$ cat config.mk
export PLATFORM = sky130hd
export DESIGN_NAME = fetch_stage
export DESIGN_NICKNAME = d
export VERILOG_FILES = /design/src/rtl/fetch_stage.sv
export SDC_FILE = /design/constraint.sdc
export NUM_CORES = 1
export LEC_CHECK = 0
export CAP_MARGIN = 15
export CELL_PAD_IN_SITES_DETAIL_PLACEMENT = 0
export CELL_PAD_IN_SITES_GLOBAL_PLACEMENT = 1
export CORE_ASPECT_RATIO = 0.5
export CORE_MARGIN = 2
export CORE_UTILIZATION = 37
export DETAILED_ROUTE_END_ITERATION = 8
export PLACE_DENSITY = 0.79
export RECOVER_POWER = 50
export SLEW_MARGIN = 30
export SYNTH_ARGS = -nofsm -noshare
export SYNTH_HDL_FRONTEND = slang
export SYNTH_SLANG_ARGS = --single-unit
$ cat constraint.sdc
create_clock -name clk -period 6.52 [get_ports clk]
set_input_delay 1.304 -clock clk [delete_from_list [all_inputs] [get_ports clk]]
set_output_delay 1.304 -clock clk [all_outputs]
set_load 0.03 [all_outputs]
$ cat src/rtl/fetch_stage.sv
// fetch_stage: PC register, next-PC selection and IF/ID pipeline register.
module fetch_stage #(
  parameter int ADDRESS_WIDTH = 32,
  parameter int DATA_WIDTH = 32,
  parameter logic [ADDRESS_WIDTH-1:0] RESET_PC = '0,
  parameter logic [DATA_WIDTH-1:0] NOP_INSTR = 32'h0000_0013
) (
  input  logic clk,
  input  logic rst,
  input  logic stall,
  input  logic [1:0] pc_src,
  input  logic [31:0] imm_op,
  input  logic [31:0] jalr_base,
  output logic [ADDRESS_WIDTH-1:0] pc_addr,
  input  logic [DATA_WIDTH-1:0] instr_in,
  output logic [DATA_WIDTH-1:0] if_id_instr,
  output logic [ADDRESS_WIDTH-1:0] if_id_pc,
  output logic [ADDRESS_WIDTH-1:0] if_id_pc_plus4,
  output logic if_id_valid,
  output logic [31:0] fetch_count
);
  logic [ADDRESS_WIDTH-1:0] pc, pc_plus4, rel_target, ind_target, target;
  logic [31:0] jalr_sum;
  logic redirect;
  assign pc_addr = pc;
  assign pc_plus4 = pc + ADDRESS_WIDTH'(4);
  assign rel_target = if_id_pc + ADDRESS_WIDTH'(imm_op);
  assign jalr_sum = jalr_base + imm_op;
  // JALR targets are forced word-aligned so fetch never straddles a word
  assign ind_target = ADDRESS_WIDTH'({jalr_sum[31:2], 2'b00});
  assign redirect = pc_src[0] ^ pc_src[1];
  assign target = pc_src[0] ? rel_target : ind_target;
  always_ff @(posedge clk or posedge rst) begin
    if (rst) begin
      pc <= RESET_PC;
      if_id_instr <= NOP_INSTR;
      if_id_pc <= '0;
      if_id_pc_plus4 <= '0;
      if_id_valid <= 1'b0;
      fetch_count <= '0;
    end else if (!stall) begin
      if (redirect) begin
        pc <= target;
        if_id_instr <= NOP_INSTR;
        if_id_pc <= '0;
        if_id_pc_plus4 <= '0;
        if_id_valid <= 1'b0;
      end else begin
        pc <= pc_plus4;
        if_id_instr <= instr_in;
        if_id_pc <= pc;
        if_id_pc_plus4 <= pc_plus4;
        if_id_valid <= 1'b1;
        fetch_count <= fetch_count + 32'd1;
      end
    end
  end
endmodule

==> results.toml <==
[clock_tree]
cts_resized = 0
clk-insertion-delay-late_ns = 0.44
cts.sinks = 159
path_clk_slew_ns = 0.07
cts_tree = "built"
cts_hold_buf = 0
ctsHtreeMaxLevel = 4
clockBufferDepth = 2
cts-root-buf = "clkbuf_16"
cts_setup_buffers = 0
numCtsBuffers = 17

[cells_and_area]
final_util_pct = 49.9
area_growth_pct = 33.3
layout-drive-gt1-share_pct = 4.42
fin_nets = 1602
final_common_cell = "clkdlybuf4s50_1"
final_cell_mix = "clkdlybuf4s50_1, nand2_1, dfrtp_1"
insertedDiodeCount = 0

[worst_hold_path]
min_from = "if_id_instr[20]"
hold_class = "flip-flop to flip-flop"
hold_depth = 2
hold_path_end = "if_id_instr[20]"

[floorplanning]
start_util_pct = 37.4
die_h_um = 122
die_w_um = 240
core_mm2 = 0.0275
pin_count = 262
num_rows = 43
dieArea_mm2 = 0.0293

[critical_path]
worstPathCellList = "clkbuf_1 > xor2_2 > nor2_1 > nand3_1 > nor2_1 > nand3_1 > nor2b_1 > nand3_1 > nor3_1 > xor2_1"
cp_max_fo = 23
critPathCaptureType = "flip-flop"
critPathKind = "input port to flip-flop"
worstReg2RegStart = "if_id_pc[0]"
start_kind = "input port"
crit_path_frequent_cell = "nand3_1"
crit_arrival_ns = 5.11
path_delay_family = "simple AND/OR/NAND/NOR gates"
r2r_cells = 13
crit_path_top_delay_cell = "clkbuf_1"
r2r_slack_ns = 3.11
r2r_end = "pc_addr[30]"
slowest_delay_ns = 0.96
crit_buf_inv = 1
worstPathRequired_ns = 6.88

[synthesis]
synthArstFlopShare_pct = 100
synth_edf_count = 0
yosysUniqueCellTypes = 73
syn_area_mm2 = 0.0103
synth_top_area_share_pct = 37.9
synth_top_area_cell = "dfrtp_1"
netlist_instances = 1214
ys_warn_count = 0
seq_area_frac_synth_pct = 38.6
ys.flop_type = "dfrtp_1"
synthTopCellsByArea = "dfrtp_1, nand2_1, ha_1"
syn_area_per_cell_um2 = 8.49
ys_seq_elements = 159
synth.net_count = 1379

[sta]
finalCritPeriodShare_pct = 72.8
totalNegativeSetupSlack_ns = 0
setup_viol = 0
drv_slew = 92
fin_crit_ns = 4.74
rsz0062_at_grt = "false"
finalHoldViolCount = 0
finalClockSkew_ns = 0.00908
maxSlewHeadroom_pct = -82.4
tightest_slew_ns = 2.72
max_freq_mhz = 211

[run_status]
violations = "max-capacitance violations, max-slew violations"
outcome = "finished with violations"

[routing]
route.detailed.drc = 0
drtPass1Iterations = 5
totalWireLength_mm = 33.9
drtIter0Drc = 815
ant_nets = 0
via_per_inst = 5.35
vias = 9796
wire_per_inst_um = 18.5

[grt]
antenna_found_initial = 1
grt_pass1_wl_mm = 52.6
grt_overflow = 0
grt_max_degree = 83
grt.total_usage_pct = 23.2
grt_pass1_vias = 9278

[pwr]
p_leak_nw = 5.92
irDropWorstVdd_mv = 0.187
power_density_mw_per_mm2 = 290

[place]
io_buffers = 261
gp_congestion = 0.878
dp_hpwl_mm = 25.7

[run]
max_cap_violations = 2
[how the worst max path moves through the flow]
| stage | start | to | slack (ns) | cells after the start |
|---|---|---|---|---|
| after floorplan | rst | fetch_count[0] | 0.93 | 1 |
| after global placement | pc_src[1] | fetch_count[31] | 1.61 | 10 |
| after detailed placement | pc_src[1] | fetch_count[31] | 1.51 | 10 |
| after CTS | pc_src[1] | fetch_count[31] | 1.97 | 10 |
| after global routing | pc_src[1] | fetch_count[31] | 1.43 | 10 |
| final | pc_src[1] | fetch_count[31] | 1.78 | 10 |
[cell type report]
cell class / instances / area [µm²]
tap: 382 / 478
inverter: 25 / 95.1
clock buffer: 17 / 425
timing repair buffer: 271 / 2670
fill: 2693 / 13800
multi-input combinational: 963 / 5950
sequential: 159 / 3980
clock inverter: 14 / 135
[power breakdown]
part | total (W) | internal, W | switching [W]
Clock | 0.000979 | 0.000529 | 0.000451
Sequential | 0.00136 | 0.00115 | 0.000212
Combinational | 0.00164 | 0.000684 | 0.000960
[tightest hold or removal path: cells and delay by family, from the launching register on]
family,cells,cell delay [ns]
AOI/OAI and AO/OA,1,0.06
DFF,1,0.34
and+or+nand+nor,1,0.05
[registers in the layout, summed over array words and instances (netlist names)]
name and cells:
fetch_count 32, if_id_instr 32, if_id_pc 32, pc_addr 32, if_id_pc_plus4 30, if_id_valid 1
[per-stage QoR]
step | hold slack, ns | instance area (µm²) | instances | worst slack [ns] | power (W)
after floorplan | 0.548 | 10300 | 1214 | 0.929 | 0.00236
final | 0.478 | 13700 | 1831 | 1.78 | 0.00398
after CTS | 0.487 | 13800 | 1831 | 1.97 | 0.00402
after detailed placement | 0.471 | 13200 | 1800 | 1.51 | 0.00303
after global placement | 0.463 | 13200 | 1799 | 1.61 | 0.00301
after global routing | 0.504 | 13700 | 1831 | 1.43 | 0.00419
[synthesized netlist by cell type (all sizes together) (6+ instances only)]
master  number
ha          63
nand2b       9
o22ai        6
a211oi      13
nor4         6
dfrtp      156
nand2      226
o31ai       16
nor2b        8
nor3        16
nand3       35
a21o        30
o21a         8
nor2        83
buf         16
or3          6
o22a         8
a22o         7
inv         24
and3        17
xnor2       65
a31oi       12
xor2        42
clkbuf      51
a21oi       89
nand4       19
o21ai      118
[logic make-up (layout without fill, tap and decap cells)]
logic type | Yosys count | after routing | share of synthesized area (%)
adder cells (fa/ha/maj) | 64 | 64 | 7.84
AO/OA/AOI/OAI | 353 | 353 | 21.8
flip-flops | 159 | 159 | 38.6
AND/OR/NAND/NOR | 435 | 435 | 18.6
buffers and inverters | 92 | 327 | 3.53
multiplexers | 4 | 4 | 0.425
XOR/XNOR | 107 | 107 | 9.17
[metal layers]
metal	GRT usage [%]	wire, µm
met5	0	0
met1	32.2	15800
met2	37.4	15800
met4	6.75	642
met3	3.81	1700
Power figures use the tool's default switching activity.
